File: src/rtl/alu_issue_queue.sv
// alu_issue_queue: command FIFO feeding a combinational ALU, with a registered result slot; ALU_ISSUE_BYPASS_EN enables empty-queue bypass.
module alu_issue_queue #(
  parameter int WIDTH = 32,
  parameter int DEPTH = 4,
  parameter int TAG_W = 4
) (
  input  logic                     clk,
  input  logic                     reset,
  input  logic                     in_valid,
  output logic                     in_ready,
  input  logic [WIDTH-1:0]         in_A,
  input  logic [WIDTH-1:0]         in_B,
  input  logic [5:0]               in_funct,
  input  logic [TAG_W-1:0]         in_tag,
  output logic [WIDTH-1:0]         alu_A,
  output logic [WIDTH-1:0]         alu_B,
  output logic [5:0]               alu_funct,
  output logic                     alu_enable,
  input  logic [WIDTH-1:0]         alu_out,
  input  logic [3:0]               alu_flags,
  output logic                     res_valid,
  input  logic                     res_ready,
  output logic [WIDTH-1:0]         res_data,
  output logic [3:0]               res_flags,
  output logic [TAG_W-1:0]         res_tag,
  output logic [$clog2(DEPTH):0]   count
);
  localparam int AW = $clog2(DEPTH);
  localparam int CW = AW + 1;
  logic [WIDTH-1:0] qa [DEPTH];
  logic [WIDTH-1:0] qb [DEPTH];
  logic [5:0]       qf [DEPTH];
  logic [TAG_W-1:0] qt [DEPTH];
  logic [AW-1:0]    rd_ptr, wr_ptr;
  logic             empty, slot_free, issue_q, byp, issue, push, pop;
  logic [TAG_W-1:0] head_tag;
  assign empty     = (count == '0);
  assign in_ready  = (count != CW'(DEPTH));
  assign slot_free = !res_valid || res_ready;
  assign issue_q   = !empty && slot_free;
`ifdef ALU_ISSUE_BYPASS_EN
  // An empty queue hands the incoming command straight to the ALU instead of storing it
  assign byp = empty && in_valid && slot_free;
`else
  assign byp = 1'b0;
`endif
  assign issue = issue_q || byp;
  assign push  = in_valid && in_ready && !byp;
  assign pop   = issue_q;
  always_comb begin
    alu_enable = issue;
    alu_A      = byp ? in_A : empty ? '0 : qa[rd_ptr];
    alu_B      = byp ? in_B : empty ? '0 : qb[rd_ptr];
    alu_funct  = byp ? in_funct : empty ? '0 : qf[rd_ptr];
    head_tag   = byp ? in_tag : qt[rd_ptr];
  end
  always_ff @(posedge clk) begin
    if (push) begin
      qa[wr_ptr] <= in_A;
      qb[wr_ptr] <= in_B;
      qf[wr_ptr] <= in_funct;
      qt[wr_ptr] <= in_tag;
    end
  end
  always_ff @(posedge clk) begin
    if (reset) begin
      rd_ptr    <= '0;
      wr_ptr    <= '0;
      count     <= '0;
      res_valid <= 1'b0;
      res_data  <= '0;
      res_flags <= '0;
      res_tag   <= '0;
    end else begin
      if (push) wr_ptr <= wr_ptr + 1'b1;
      if (pop) rd_ptr <= rd_ptr + 1'b1;
      count <= count + CW'(push) - CW'(pop);
      if (issue) begin
        res_valid <= 1'b1;
        res_data  <= alu_out;
        res_flags <= alu_flags;
        res_tag   <= head_tag;
      end else if (res_ready) begin
        res_valid <= 1'b0;
      end
    end
  end
endmodule

File: config.mk
export PLATFORM = sky130hd
export DESIGN_NAME = alu_issue_queue
export DESIGN_NICKNAME = d
export VERILOG_FILES = /design/src/rtl/alu_issue_queue.sv
export SDC_FILE = /design/constraint.sdc
export NUM_CORES = 1
export LEC_CHECK = 0
export BUFFER_PORTS_ARGS = -buffer_cell sky130_fd_sc_hd__buf_2
export CORE_UTILIZATION = 55
export CTS_CLUSTER_SIZE = 20
export DETAILED_ROUTE_END_ITERATION = 8
export PLACE_DENSITY = 0.79
export SKIP_CTS_REPAIR_TIMING = 1
export SYNTH_ARGS = -nofsm -noshare
export SYNTH_HDL_FRONTEND = slang
export SYNTH_SLANG_ARGS = --single-unit
File: constraint.sdc
create_clock -name clk -period 3.35 [get_ports clk]
set_input_delay 0.335 -clock clk [delete_from_list [all_inputs] [get_ports clk]]
set_output_delay 0.335 -clock clk [all_outputs]
set_load 0.01 [all_outputs]
### Yosys cells after proc, flatten, opt, wreduce, memory -nomap -nowiden

Memories as Yosys holds them, arrays and structs flattened. A register that Yosys moved wholly into a read port is not among the register bits.
Index checks and enable logic that the tools add are counted.

| word-level totals | value |
|---|---|
| register bits after elaboration | 44 |
| RAM bits | 296 |
| input port bits | 114 |
| output and inout bits | 116 |
| logic and storage cells | 35 |
| memories kept | 4 |

| operators by class | value |
|---|---|
| add/subtract/negate cells | 4 |
| eq/ne operators | 1 |
| muxes and demuxes | 13 |
| reduce and logical (&&, ||, !) cells | 7 |

Memory list:

| memory | depth | bits a word | read ports | clocked after Yosys merged registers in | wr ports | RTL line | text |
|---|---|---|---|---|---|---|---|
| qa | 4 | 32 | 1 | 1 | 1 | 30 | `logic [WIDTH-1:0] qa [DEPTH];` |
| qb | 4 | 32 | 1 | 1 | 1 | 31 | `logic [WIDTH-1:0] qb [DEPTH];` |
| qf | 4 | 6 | 1 | 1 | 1 | 32 | `logic [5:0] qf [DEPTH];` |
| qt | 4 | 4 | 1 | 1 | 1 | 33 | `logic [TAG_W-1:0] qt [DEPTH];` |

Operator list:

| cell | count |
|---|---|
| two-way mux 32 bit | 2 |
| two-way mux 2 bit | 6 |
| two-way mux 6 bit | 1 |
| adder 2 x 1 -> 2 bit, second input constant | 2 |
| two-way mux 1 bit | 4 |
| adder 3 x 1 -> 3 bit | 1 |
| logical NOT 3 bit | 1 |
| inequality test 3 bit, second input constant | 1 |
| subtractor 3 x 1 -> 3 bit | 1 |
| logical AND 1 bit | 2 |
| logical NOT 1 bit | 2 |
| nonzero test 2 bit | 1 |
| logical OR 1 bit | 1 |

### Depth between registers and ports, before layout

| depth | value |
|---|---|
| word-level depth | 5 |
| mapped depth | 11 |
| depth with buffers taken out | 10 |

### Worst setup path after synthesis

No wires, ideal clock.

| timing path | value |
|---|---|
| path kind | register -> register |
| start | reg count[1] |
| end | mem qa[0][0] (enable) |
| library setup time | 0.441 ns |
| arrival time | 2.614 ns |
| required time | 2.909 ns |
| slack | 0.295 ns |
| cell stages (with the launch flop) | 4 |
| path buffers | 1 |
| period minus slack after synthesis | 3.055 ns |
| cells stage by stage | dfxtp_1 -> or3b_1 -> buf_2 -> and3_1 |

| between the ends | value |
|---|---|
| word-level cells in the longest chain between the ends | 4 |

Ends and longest elaborated chain:

| element | RTL line | text |
|---|---|---|
| from (decl) | 26 | `output logic [$clog2(DEPTH):0] count` |
| from (signal assigned) | 77 | `count <= count + CW'(push) - CW'(pop);` |
| inequality test 3 bit | 38 | `assign in_ready = (count != CW'(DEPTH));` |
| via in_ready | 10 | `output logic in_ready,` |
| logical AND 1 bit | 48 | `assign push = in_valid && in_ready && !byp;` |
| two-way mux 1 bit | 58 | `if (push) begin` |
| two-way mux 1 bit (implied by the code) | 59 | `qa[wr_ptr] <= in_A;` |
| to (decl) | 30 |  |

The timed path passes the listed nets, and every way through them passes these cells.

==> run summary <==
================================================================================
Full die area                                                         24540 um^2
Fraction of layout cells with a size suffix above 1                       38.85%
Total of buffers placed on input and output ports                            229
Library cell with the highest instance count after synthesis        sky130_fd_sc_hd__edfxtp_1
Total number of clock tree sinks                                             346
Via-to-Cell Ratio                                                          5.618
Post-synthesis instance total                                                702
Total power per unit cell area                                      828.3 nW/um^2
Leading area contributor after synthesis                            sky130_fd_sc_hd__edfxtp_1
Worst supply voltage drop on vdd                                       0.5225 mV
Syn nets                                                                     823
Count of final setup violators                                                 0
Sequential cell area in the final layout                               9897 um^2
Required time reported for the critical path endpoint                    3010 ps
Placeable core region                                                 23470 um^2
Number of nets with antenna violations after routing                           0
Number of buffers created by CTS                                              35
Share of the synthesized area in compound gates (AO/OA/AOI/OAI)           3.519%
Setup slack, reg-to-reg                                                   900 ps
R2R Path End                                                            count[2]
Number of I/O pins                                                           230
Count of unique library cells instantiated by Yosys                           29
Multi-input gate area                                                  3020 um^2
Wire length per cell                                                    20.25 um
Ranking of synthesized cells by instance count                      296 x sky130_fd_sc_hd__edfxtp_1, 74 x sky130_fd_sc_hd__mux4_2, 71 x sky130_fd_sc_hd__and2_1
Main combinational cell family by area after synthesis              multiplexers
F_max                                                                  369.6 MHz
Post-detail-place hpwl                                                  15.98 mm
Final nets                                                                  1057
CTS tree                                                                    done
Initial Util                                                              56.05%
Outcome                                                             complete, no violations
Iter 0 DRT Violations                                                        689
Warnings, synthesis                                                            0
Static leakage                                                       0.005633 uW
Sum of negative setup slack                                                 0 ps
Power Total                                                             13050 uW
H-tree levels                                                                  2
Clock latency reported for the late side of the worst-skew pair           500 ps
Clock root buffer                                                   sky130_fd_sc_hd__clkbuf_16
Count of cells along the worst register-to-register path                      10
Worst relative slew slack                                                 38.62%
Largest cells by area after synthesis                               sky130_fd_sc_hd__edfxtp_1 68%, sky130_fd_sc_hd__mux4_2 13%, sky130_fd_sc_hd__dfxtp_1 7.6%, sky130_fd_sc_hd__and2_1 3.4%, sky130_fd_sc_hd__a21oi_1 1.7%
Max Cap Viol                                                                   0
Fraction of synthesized area in multiplexers                              12.67%
Critical path class                                                 flop to output pin
Number of endpoints with negative hold slack in the final report               0
Period utilisation layout                                                 80.77%
Setup repair after global routing missed its margin                        false
Synthesis-to-layout area growth                                           19.78%
Pin count of the biggest net entering global routing                          80
Post-synth ARST share                                                         0%
Transition time at the pin with the least slew margin                   920.6 ps
Critical Path Source Type                                                   flop
Arrival time of data at the critical path endpoint                       2370 ps
Via total after detailed routing                                            7202
Startpoint of the worst-slack reg-to-reg timing path                    count[2]
Worst setup path endpoint                                              alu_A[13]
Total congestion overflow after global routing                                 0
1st-pass router iterations                                                     5
Worst-path clk slew                                                        60 ps
Final routed wirelength across all metal layers                         25.97 mm
Maximum count of clock buffers along a single path                             3
Final Critical Period                                                    2706 ps
Simple-gate share of the synthesized area                                 5.763%
Adder-cell area share of the yosys netlist                               0.7228%
Hold slack final                                                        46.11 ps
Share of synthesized area occupied by flip-flops and latches              75.17%
Number of synthesized flops with an enable pin                               296
Xor/xnor cell area share of the yosys netlist                           0.06657%
Netlist area before placement                                         13160 um^2
Die X-Extent                                                            156.7 um
Maximum clock skew at final layout                                      12.18 ps
Fillcell total                                                              1584
Via count of the first global-routing pass                                  7048
Remaining routing DRC violations                                               0
#FFs+latches synth                                                           346
Min-delay worst type                                                input port to flop
Post-synthesis average cell area                                      18.74 um^2
Number of antenna violations at the first check in global routing              5
Area share of the leading cell type in the synthesized netlist            67.56%
First-pass GRT wire length                                              39.11 mm
Fin. max-slew vios                                                             0
Routability congestion estimate from global placement                     0.6957
Die extent in y                                                         156.7 um
GR Util All Layers                                                        21.31%
Maximum fanout count along the critical path                                  25
Crit path capture type                                                output pin
Most used flip-flop cell after synthesis                            sky130_fd_sc_hd__edfxtp_1
Count of standard-cell rows                                                   56
================================================================================
stage by stage:
| stage | utilization (%) | area, um^2 | cells | setup slack (ps) |
|---|---|---|---|---|
| 3_3_place_gp | 62.61 | 14700 | 1218 | 949.4 |
| 3_5_place_dp | 62.61 | 14700 | 1218 | 905.5 |
| 2_1_floorplan | - | 13160 | 702 | 294.9 |
| 6_report | 67.14 | 15760 | 1282 | 644.2 |
| 4_1_cts | 67.11 | 15750 | 1279 | 551.3 |
| 5_1_grt | 67.13 | 15760 | 1281 | 475.8 |
critical path, cell delays in order, from the launching register on:
cell,delay (ps)
sky130_fd_sc_hd__dfxtp_4,690
sky130_fd_sc_hd__buf_12,290
sky130_fd_sc_hd__mux4_2,530
sky130_fd_sc_hd__and2_1,180
sky130_fd_sc_hd__buf_2,140
kinds of logic after synthesis:
group | count (synthesis)
xor gates and xnor gates | 1
DFF | 346
AOI/OAI and AO/OA | 90
buffers and inverters | 54
adders and majority gates | 7
muxes | 74
and+or+nand+nor | 130
power breakdown:
part / total [uW] / switching [uW] / internal (uW)
Combinational: 3880 / 2040 / 1840
Sequential: 5550 / 321 / 5230
Clock: 3620 / 1510 / 2110
sequential cells by signal (all words and copies together) (netlist names), named ones only:
signal	count
qa	128
count	3
qf	24
res_data	32
qt	16
rd_ptr	2
res_flags	4
wr_ptr	2
res_valid	1
qb	128
res_tag	4
how the worst min path moves through the flow:
stage | start | to | slack, ps | cells after the start
final | in_B[7] | qb[2][7] | 50 | 1
after global routing | in_A[17] | qa[2][17] | 30 | 1
after CTS | in_B[1] | qb[2][1] | 20 | 1
after detailed placement | res_data[2] | res_data[2] | 460 | 2
after global placement | res_data[7] | res_data[7] | 460 | 2
after floorplan | in_A[0] | qa[0][0] | 430 | 0
layout make-up:
cell class | count | area share, %
inverters | 5 | 0.1191
diodes | 3 | 0.04764
well taps | 319 | 2.533
flip-flops and latches | 346 | 62.80
clock buffers | 53 | 6.248
repair buffers | 246 | 8.638
multi-input cells | 302 | 19.17
clock inverters | 8 | 0.4446
metal layers:
layer	routed length, um	part of all wire (%)	vias to the layer above	GRT usage [%]
met5	17	0.065	-	0
met4	625	2.4	2	6.629
met1	10100	39	3617	26.03
li1	-	-	3248	-
met2	13000	50	281	36.18
met3	2222	8.6	54	6.896
cells in the final DEF, fill, tap and decap left out, drive strengths merged, types with 2 or more instances in the layout:
master and n:
a21o 2, a21oi 45, and2 71, and3 4, buf 246, clkbuf 53
clkinv 6, dfxtp 50, diode 3, edfxtp 296, ha 6, inv 6
mux4 74, nand3 42, nor2 4, nor2b 2, nor3 2, o21ai 41
or3 2
Note: power is estimated with default switching activity, not from simulation.
